### config.mk
export PLATFORM = sky130hd
export DESIGN_NAME = div_seq
export DESIGN_NICKNAME = d
export VERILOG_FILES = /design/src/rtl/div_seq.sv
export SDC_FILE = /design/constraint.sdc
export NUM_CORES = 1
export LEC_CHECK = 0
export CAP_MARGIN = 30
export CORE_ASPECT_RATIO = 1.5
export CORE_UTILIZATION = 59
export DETAILED_ROUTE_END_ITERATION = 12
export GPL_ROUTABILITY_DRIVEN = 0
export GPL_TIMING_DRIVEN = 0
export PLACE_DENSITY_LB_ADDON = 0.2
export SLEW_MARGIN = 10
export SYNTH_ARGS = -nofsm -noshare
export SYNTH_HDL_FRONTEND = slang
export SYNTH_SLANG_ARGS = --single-unit
### constraint.sdc
create_clock -name clk -period 5.8 [get_ports clk]
set_clock_uncertainty 0.2 [all_clocks]
set_input_delay 0.58 -clock clk [delete_from_list [all_inputs] [get_ports clk]]
set_output_delay 0.58 -clock clk [all_outputs]
set_load 0.1 [all_outputs]
### src/rtl/div_seq.sv
// div_seq: iterative radix-2 restoring divider for DIV.W/DIV.WU/MOD.W/MOD.WU.
// One operation at a time. A fixed 33-cycle latency runs from accept to out_valid.
// The sequencer works on operand magnitudes and applies the signs at the end.
module div_seq (
    input  logic        clk,
    input  logic        reset,
    input  logic        flush,
    input  logic        in_valid,
    output logic        in_ready,
    input  logic        is_unsigned,
    input  logic        use_mod,
    input  logic [31:0] src1,
    input  logic [31:0] src2,
    output logic        out_valid,
    input  logic        out_ready,
    output logic [31:0] result,
    output logic        busy
);

    typedef enum logic [1:0] {
        IDLE = 2'd0,
        ITER = 2'd1,
        DONE = 2'd2
    } state_t;

    state_t      state;
    state_t      next_state;

    logic [32:0] rem;
    logic [31:0] quo;
    logic [31:0] div_mag;
    logic [31:0] src1_raw;
    logic        q_neg;
    logic        r_neg;
    logic        div_zero;
    logic        mod_sel;
    logic [4:0]  count;

    logic        accept;
    logic [31:0] src1_mag;
    logic [31:0] src2_mag;
    logic [32:0] rem_shifted;
    logic [33:0] trial;
    logic [32:0] step_rem;
    logic [31:0] step_quo;
    logic [31:0] quotient_final;
    logic [31:0] remainder_final;
    logic [31:0] result_final;

    // State register; reset and flush both return the sequencer to IDLE.
    always_ff @(posedge clk) begin
        if (reset) begin
            state <= IDLE;
        end else begin
            state <= next_state;
        end
    end

    // Next-state and handshake outputs, decoded purely from the registered state.
    always_comb begin
        next_state = state;
        in_ready   = 1'b0;
        out_valid  = 1'b0;
        busy       = 1'b0;
        accept     = 1'b0;
        case (state)
            IDLE: begin
                in_ready = 1'b1;
                if (in_valid && !flush) begin
                    accept     = 1'b1;
                    next_state = ITER;
                end
            end
            ITER: begin
                busy = 1'b1;
                if (count == 5'd31) begin
                    next_state = DONE;
                end
            end
            DONE: begin
                busy      = 1'b1;
                out_valid = 1'b1;
                if (out_ready) begin
                    next_state = IDLE;
                end
            end
            default: begin
                next_state = IDLE;
            end
        endcase
        if (flush) begin
            next_state = IDLE;
        end
    end

    // Operand magnitudes, one restoring step, and the sign/zero fix-up of the last step.
    always_comb begin
        src1_mag    = (!is_unsigned && src1[31]) ? (32'd0 - src1) : src1;
        src2_mag    = (!is_unsigned && src2[31]) ? (32'd0 - src2) : src2;
        rem_shifted = {rem[31:0], quo[31]};
        trial       = {1'b0, rem_shifted} - {2'b00, div_mag};
        if (trial[33]) begin
            step_rem = rem_shifted;
            step_quo = {quo[30:0], 1'b0};
        end else begin
            step_rem = trial[32:0];
            step_quo = {quo[30:0], 1'b1};
        end
        if (div_zero) begin
            quotient_final  = 32'hFFFF_FFFF;
            remainder_final = src1_raw;
        end else begin
            quotient_final  = q_neg ? (32'd0 - step_quo) : step_quo;
            remainder_final = r_neg ? (32'd0 - step_rem[31:0]) : step_rem[31:0];
        end
        result_final = mod_sel ? remainder_final : quotient_final;
    end

    // Datapath registers: latch operands on accept, iterate in ITER, hold the result in DONE.
    always_ff @(posedge clk) begin
        if (reset) begin
            rem      <= '0;
            quo      <= '0;
            div_mag  <= '0;
            src1_raw <= '0;
            q_neg    <= 1'b0;
            r_neg    <= 1'b0;
            div_zero <= 1'b0;
            mod_sel  <= 1'b0;
            count    <= '0;
            result   <= '0;
        end else if (flush) begin
            count <= '0;
        end else if (accept) begin
            rem      <= '0;
            quo      <= src1_mag;
            div_mag  <= src2_mag;
            src1_raw <= src1;
            q_neg    <= !is_unsigned && (src1[31] ^ src2[31]);
            r_neg    <= !is_unsigned && src1[31];
            div_zero <= (src2 == 32'd0);
            mod_sel  <= use_mod;
            count    <= '0;
        end else if (state == ITER) begin
            rem   <= step_rem;
            quo   <= step_quo;
            count <= count + 5'd1;
            if (count == 5'd31) begin
                result <= result_final;
            end
        end
    end

endmodule

# Word level (Yosys, flattened, before mapping)
# Cells that the tools add are included.
totals:
  out_inout_bits: 35
  reg_bits: 171
  input_bits: 71
op_classes:
  n_reduce_logical: 16
  addsub: 6
  n_eq_ne: 6
  muxes: 22
  n_bitwise: 3
op_table:
  columns: ["operator", "n"]
  rows:
  - ["$mux W32", 12]
  - ["$sub A1 B32 Y32 const A", 4]
  - ["$sub A33 B32 Y34", 1]
  - ["$logic_not A32 Y1", 1]
  - ["$mux W1", 6]
  - ["$mux W2", 3]
  - ["$pmux W2 S3", 1]
  - ["$add A5 B1 Y5 const B", 1]
  - ["$eq A5 B5 Y1 const B", 1]
  - ["$logic_and A1 B1 Y1", 4]
  - ["$ne A2 B2 Y1 const B", 2]
  - ["$reduce_and A2 Y1", 2]
  - ["$reduce_and A4 Y1", 1]
  - ["$reduce_or A2 Y1", 2]
  - ["$reduce_and A3 Y1", 1]
  - ["$reduce_or A3 Y1", 1]
  - ["$eq A2 B1 Y1 const B", 1]
  - ["$eq A2 B2 Y1 const B", 1]
  - ["$logic_not A1 Y1", 2]
  - ["$logic_not A2 Y1", 1]
  - ["$ne A2 B1 Y1 const B", 1]
  - ["$not A1 Y1", 2]
  - ["$reduce_bool A2 Y1", 1]
  - ["$xor A1 B1 Y1", 1]

# Depth between registers and ports, before layout
# Gate-level depths: netlist of run 1.
depth:
  depth_word: 6
  ltp_mapped: 23
  ltp_nobuf: 19

# Worst setup path before layout of run 1
# OpenSTA, ideal clock, no wires.
synth_path:
  path_kind: "register to register"
  from: "register div_mag[15]"
  to: "register result[26]"
  required_time_ns: 5.508
  synth_period_minus_slack_ns: 5.222
  setup_ns: 0.092
  arrival_time_ns: 4.930
  n_path_buf: 4
  stages_incl_launch_ff: 22
  setup_slack_ns: 0.578
  path_cell_list: "dfxtp_1 -> inv_1 -> ha_1 -> buf_2 -> nand4_1 -> or3_4 -> a2111oi_4 -> o21ai_2 -> nand2_4 -> buf_2 -> clkbuf_1 -> clkbuf_1 -> a21oi_1 -> inv_1 -> ha_1 -> nand2_1 -> o41ai_4 -> nand4_1 -> or3_1 -> nor4_1 -> mux2_1 -> nor4_1"
synth_via:
  elab_chain_len: 6
  word_cells_on_any_way: 10
synth_lines:
  columns: ["element", "line", "rtl"]
  rows:
  - ["start: declaration", "31", "logic [31:0] div_mag;"]
  - ["start signal: assignment", "137", "div_mag <= src2_mag;"]
  - ["$sub A33 B32 Y34 *", "101", "trial = {1'b0, rem_shifted} - {2'b00, div_mag};"]
  - ["$mux W1 / $mux W32 (equally long branches)", "102", "if (trial[33]) begin"]
  - ["$sub A1 B32 Y32 (on tied branches)", "113, 114", null]
  - ["$mux W32 (on tied branches)", "113, 114", null]
  - ["$mux W32", "109", "if (div_zero) begin"]
  - ["$mux W32 *", "116", "result_final = mod_sel ? remainder_final : quotient_final;"]
  - ["end signal: assignment", "149", "result <= result_final;"]
  - ["end: declaration", "16", "output logic [31:0] result,"]
# Mark *: on every way between the ends. The rest lies on a longest branch, timed or not.
# A chain may end at the register's enable or synchronous reset.

# Worst setup path in the final report of run 1
layout_path:
  from: "register div_mag[25]"
  to: "register result[26]"
# Same word-level chain as after synthesis.

==> impl_metrics.yaml, run 1 <==
synth:
  synth_edf_count: 0
  ys_seq_area_frac: 0.280
  synthArstFlopShare: 0
  avgSynthCellArea_sq_um: 7.39
  ys_types: 86
  synth.cell_area_sq_mm: 0.0122
  synth-seq-cells: 171
  synthFlopType: "dfxtp_1"
  postSynthCellCount: 1652
  synthesis.nets: 1766
  synth_warnings: 0
worst_setup_path:
  path_buf_inv: 2
  endpoint_kind: "flop"
  cp_max_fo: 10
  crit_slowest_cell: "o221ai_1"
  crit_chain: "inv_1 -> ha_1 -> buf_2 -> nand4_1 -> or3_1 -> o221ai_1 -> o21ai_0 -> o21ai_0 -> ha_1 -> nand2_1 -> o41ai_4 -> nand4_1 -> or3_4 -> nor4_4 -> mux2_1 -> nor4_4"
  crit_family: "simple AND/OR/NAND/NOR gates"
  cp_data_arrival_time_ns: 5.80
  worstSetupPathType: "reg -> reg"
  cp.required_ns: 5.95
  cpPeakStageDelay_ns: 0.65
  worst_setup_path_start_kind: "flop"
final_layout:
  areaGrowthSynthToFinish_pct: 17.3
  fillCellCount: 1777
  antenna_cells: 0
  nNetsFinal: 1894
  fin_cells: 2057
  post_route_cells_drive_above_1_share: 0.0491
grt:
  antenna_found_initial: 1
  track_usage: 0.430
  first_global_vias: 13300
  overflow: 0
  grt_pass1_wl_um: 69800
  grt_max_degree: 20
clock_network:
  cts_buffers: 17
  cts_root_buf: "clkbuf_16"
  clk_latency_ns: 0.45
  clk_pin_slew_ns: 0.07
  cts_tree: "yes"
  hold_buffers: 0
  clock_tree.buffer_depth: 2
  cts.sink_count: 171
  htreeDepth: 4
flow_run:
  maxCapViolCount: 0
die:
  die_x_um: 119
  fp.dieH_um: 178
  die_area_sq_mm: 0.0213
  io_pins: 106
  rows: 64
  core-area_sq_mm: 0.0203
  start_util: 0.600
routing:
  wirelength_um: 45000
  antenna_left: 0
  drcViolationCount: 0
  vias_per_cell: 6.63
  drt_iter0_drc: 1245
  wire_per_inst_um: 21.9
  drtPass1Iterations: 9
  via_count: 13600
place:
  dp_cells: 2020
  io_buffers: 104
  pre_cts_slack_ns: -0.900
  post-dp-hpwl_um: 34500
sta:
  drv_slew: 0
  period_share: 0.975
  finalHoldViolCount: 0
  slew-limit-headroom: 0.335
  fin_ws_ns: 0.147
  tightest_slew_ns: 0.995
  min_period_ns: 5.65
  setup_violations: 0
  fmax_mhz: 177
power:
  power_density_mw_per_mm2: 260
  finalPower_uw: 3730
  ir_drop_mv: 0.271
  p_leak_uw: 0.00515
min_path:
  hold_class: "reg -> reg"
run_status:
  outcome: "complete, no violations"
==> repair_timing <==
| action | CTS | global route |
|---|---|---|
| setup endpoints to repair | 7 | 5 |
| gates cloned | 0 | 0 |
| setup buffers | 0 | 5 |
| gates resized for setup | 6 | 15 |
| pin swaps | 0 | 6 |
==> kinds of logic after synthesis <==
family / synth area share
and+or+nand+nor: 0.234
AOI/OAI and AO/OA: 0.281
DFF: 0.280
buffers and inverters: 0.0522
xor gates and xnor gates: 0.0883
adders and majority gates: 0.0447
muxes: 0.0200
==> path summary, 6_finish.rpt <==
path,slack [ns],endpoint,cells past startpoint,startpoint
max,0.15,result[26]$_SDFFE_PP0P_,16,div_mag[25]$_SDFFE_PP0P_
min,0.26,src1_raw[22]$_SDFFE_PP0P_,2,src1_raw[22]$_SDFFE_PP0P_
max reg2reg,0.15,result[26]$_SDFFE_PP0P_,16,div_mag[25]$_SDFFE_PP0P_
min reg2reg,0.26,src1_raw[22]$_SDFFE_PP0P_,2,src1_raw[22]$_SDFFE_PP0P_
==> tightest hold or removal path: stages (launching register included) <==
cell	delay, ns
dfxtp_1	0.30
nand2_1	0.05
a21oi_1	0.05
==> power breakdown <==
part	switching, uW	internal, uW	total, uW
clock network	512	690	1200
registers	54.0	1230	1280
logic	797	447	1240
==> state kept, by name, summed over array words and instances (netlist names) <==
| signal | cells |
|---|---|
| count | 5 |
| div_mag | 32 |
| div_zero | 1 |
| mod_sel | 1 |
| q_neg | 1 |
| quo | 32 |
| r_neg | 1 |
| rem | 32 |
| result | 32 |
| src1_raw | 32 |
| state | 2 |
==> metrics by stage <==
stage | hold slack (ns) | instance area, sq um | TNS (ns) | util
global route | 0.272 | 14300 | -0.0117 | 0.704
detailed placement | 0.248 | 13600 | -2.67 | 0.668
finish | 0.255 | 14300 | 0 | 0.704
CTS | 0.257 | 14200 | 0 | 0.698
global placement | 0.237 | 13600 | -2.38 | 0.668
floorplan | 0.232 | 12200 | 0 | -
==> synth_stat cells, types with 14 or more instances <==
| master | number | share of area |
|---|---|---|
| o31ai_1 | 30 | 0.018 |
| or3_1 | 23 | 0.012 |
| a21oi_1 | 133 | 0.055 |
| nor2b_1 | 14 | 0.0072 |
| o211ai_1 | 16 | 0.0098 |
| inv_1 | 58 | 0.018 |
| a21o_1 | 18 | 0.011 |
| nor4_1 | 16 | 0.0082 |
| a31oi_1 | 17 | 0.0087 |
| dfxtp_1 | 171 | 0.28 |
| xnor2_1 | 64 | 0.046 |
| clkbuf_1 | 92 | 0.028 |
| nand3_1 | 23 | 0.0094 |
| mux2i_1 | 21 | 0.017 |
| nor3_1 | 42 | 0.017 |
| nand2b_1 | 15 | 0.0077 |
| a211oi_1 | 61 | 0.038 |
| nand4_1 | 15 | 0.0077 |
| nor2_1 | 190 | 0.058 |
| a311oi_1 | 36 | 0.026 |
| ha_1 | 42 | 0.043 |
| nand2_1 | 243 | 0.075 |
| xor2_1 | 59 | 0.042 |
| o21ai_0 | 76 | 0.031 |
==> layer usage <==
metal,part of all wire,wire [um],global-route usage
met2,0.48,21600,0.741
met3,0.083,3740,0.0946
met1,0.34,15300,0.436
met5,0,0,0
met4,0.095,4250,0.380
==> cells in the final DEF, fill, tap and decap left out, types with 16 or more instances in the layout <==
master	netlist	layout
clkbuf_16	0	17
o21ai_0	76	76
nand3_1	23	23
nor2_1	190	189
xnor2_1	64	64
ha_1	42	42
mux2i_1	21	21
clkbuf_1	92	89
or3_1	23	22
a31oi_1	17	17
clkdlybuf4s50_1	0	104
a311oi_1	36	36
nand2_1	243	243
nor3_1	42	41
a21oi_1	133	133
dfxtp_1	171	171
a21o_1	18	18
inv_1	58	58
a211oi_1	61	61
xor2_1	59	59
o211ai_1	16	16
o31ai_1	30	30
==> area by class of cell <==
type                       instances  area (sq um)  area share
clock buffer                      18           439      0.0307
inverter                          59           221      0.0155
clock inverter                    14           171      0.0120
timing repair buffer             111          1100      0.0768
multi-input combinational       1316          8190       0.573
tap                              264           330      0.0231
buffer                           104           434      0.0303
sequential                       171          3420       0.239
(Power assumes the default switching activity.)
==> run 2, diff against run 1 <==
- CORE_UTILIZATION: 59 -> 30
- CTS_BUF_LIST: unset -> sky130_fd_sc_hd__clkbuf_4 sky130_fd_sc_hd__clkbuf_8
==> impl_metrics.yaml, run 2 (synthesis gave the netlist of run 1 again) <==
grt:
  first_global_vias: 12700
  grt_pass1_wl_um: 75900
  antenna_found_initial: 1
  overflow: 0
  track_usage: 0.242
  grt_max_degree: 20
worst_setup_path:
  cp.required_ns: 6.02
  endpoint_kind: "flop"
  crit_start: "div_mag[25]$_SDFFE_PP0P_"
  cp_max_fo: 19
  crit_chain: "inv_1 -> ha_1 -> buf_2 -> nand4_1 -> or3_4 -> nor3_4 -> o21ai_2 -> nand2_4 -> buf_6 -> clkbuf_4 -> a21oi_1 -> inv_1 -> ha_1 -> nand2_1 -> o41ai_4 -> nand4_1 -> or3_4 -> nor4_2 -> mux2_1 -> nor4_1"
  worst_setup_path_start_kind: "flop"
  cpPeakStageDelay_ns: 0.46
  timing.rr.start: "div_mag[25]$_SDFFE_PP0P_"
  crit_slowest_cell: "o41ai_4"
  cp_data_arrival_time_ns: 5.83
  ff2ff_setup_slack_ns: 0.19
  worstSetupPathType: "reg -> reg"
routing:
  drtPass1Iterations: 5
  wirelength_um: 50500
  vias_per_cell: 5.64
  via_count: 13000
  antenna_left: 0
  wire_per_inst_um: 22.0
  drcViolationCount: 0
  drt_iter0_drc: 703
place:
  io_buffers: 104
  dpl_cell_area_sq_mm: 0.0139
  pre_cts_slack_ns: -0.946
  post-dp-hpwl_um: 41200
sta:
  drv_slew: 0
  fin_tns_setup_ns: 0
  worst_hold_slack_ns: 0.256
  min_period_ns: 5.61
  slew-limit-headroom: 0.315
  setup_violations: 0
  fmax_mhz: 178
  fin_ws_ns: 0.192
  rsz0062_at_grt: "no"
  period_share: 0.967
  finalHoldViolCount: 0
  tightest_slew_ns: 1.03
min_path:
  hold_class: "reg -> reg"
  min_from: "result[20]$_SDFFE_PP0P_"
clock_network:
  clock_tree.buffer_depth: 2
  hold_buffers: 0
  cts.sink_count: 171
  htreeDepth: 4
  cts_tree: "yes"
  clk_latency_ns: 0.52
  cts_buffers: 17
  clk_pin_slew_ns: 0.09
  cts_root_buf: "clkbuf_8"
power:
  power_density_mw_per_mm2: 234
  ir_drop_mv: 0.169
  p_leak_uw: 0.00501
die:
  rows: 90
  fp.dieH_um: 249
  core-area_sq_mm: 0.0402
  io_pins: 106
  die_area_sq_mm: 0.0415
  die_x_um: 167
  start_util: 0.304
final_layout:
  post-route-util: 0.357
  final_cell_area_sq_mm: 0.0143
  nNetsFinal: 1890
  layout_common_cells: "243 x nand2_1, 189 x nor2_1, 171 x dfxtp_1, 133 x a21oi_1, 104 x clkdlybuf4s50_1"
  final_common_cell: "nand2_1"
  post_route_cells_drive_above_1_share: 0.0486
  areaGrowthSynthToFinish_pct: 17.4
run_status:
  outcome: "complete, no violations"
flow_run:
  maxCapViolCount: 0
==> run 2: changes by cell type in the layout (fill, tap and decap cells not counted), sizes merged <==
cell	change
clkinvlp	+1
clkinv	-2
diode	+1
bufinv	-3
clkbuf	+5
inv	+1
buf	-5
dlymetal6s2s	-1
==> run 2: worst paths after layout <==
check,depth (start not counted),endpoint
max,20,result[26]$_SDFFE_PP0P_
min,2,result[20]$_SDFFE_PP0P_
max reg2reg,20,result[26]$_SDFFE_PP0P_
min reg2reg,2,result[20]$_SDFFE_PP0P_
==> run 2: through the flow <==
step                      cells  power, uW
after floorplan            1652       2100
after global placement     2262       2490
after detailed placement   2263       2500
after CTS                  2294       3340
after global routing       2296       3520
final                      2296       3360
==> run 2: routing by layer <==
metal  wire (um)  share of wire  up-vias  global-route usage
met5           0              0        -                   0
met4        4270          0.085        0               0.189
met3        1720          0.034      155              0.0286
met2       26000           0.52      381               0.448
met1       18500           0.37     6187               0.245
li1            -              -     6235                   -
==> run 2: layout make-up <==
cell class | count | area, sq um
clock buffers | 21 | 283
flip-flops and latches | 171 | 3420
inverters | 59 | 221
diodes | 1 | 2.50
multi-input cells | 1316 | 8190
clock inverters | 11 | 87.6
plain buffers | 103 | 420
fillers | 4252 | 25900
repair buffers | 108 | 1070
well taps | 506 | 633
==> run 2: critical path: cells and delay by family (launching register included) <==
| kind | cells | cell delay, ns |
|---|---|---|
| multiplexers | 1 | 0.35 |
| buffers and inverters | 5 | 0.94 |
| AO/OA/AOI/OAI | 3 | 0.74 |
| AND/OR/NAND/NOR | 9 | 2.41 |
| adder cells (fa/ha/maj) | 2 | 0.51 |
| flip-flops | 1 | 0.34 |
==> run 2: power breakdown <==
| part | switching, uW | internal, uW |
|---|---|---|
| clock | 499 | 340 |
| sequential | 53.6 | 1220 |
| combinational | 805 | 434 |
| total | 1360 | 2000 |
==> run 2: what timing repair did <==
item                                   4_1_cts  5_1_grt
gates resized for setup                      8        9
setup buffers                                0        2
endpoints found under the hold margin        0        0
setup endpoints to repair                   12        4
pin swaps                                    1        3
==> run 3, diff against run 2 <==
==> constraint.sdc (replaced) <==
create_clock -name clk -period 5.8 [get_ports clk]
set_clock_uncertainty 0.2 [all_clocks]
set_input_delay 1.45 -clock clk [delete_from_list [all_inputs] [get_ports clk]]
set_output_delay 1.45 -clock clk [all_outputs]
set_load 0.005 [all_outputs]
==> results of run 3 <==
The final DEF is identical to that of run 2. Status: complete, no violations.
Main changes from that run: total power 3360 uW -> 3350 uW
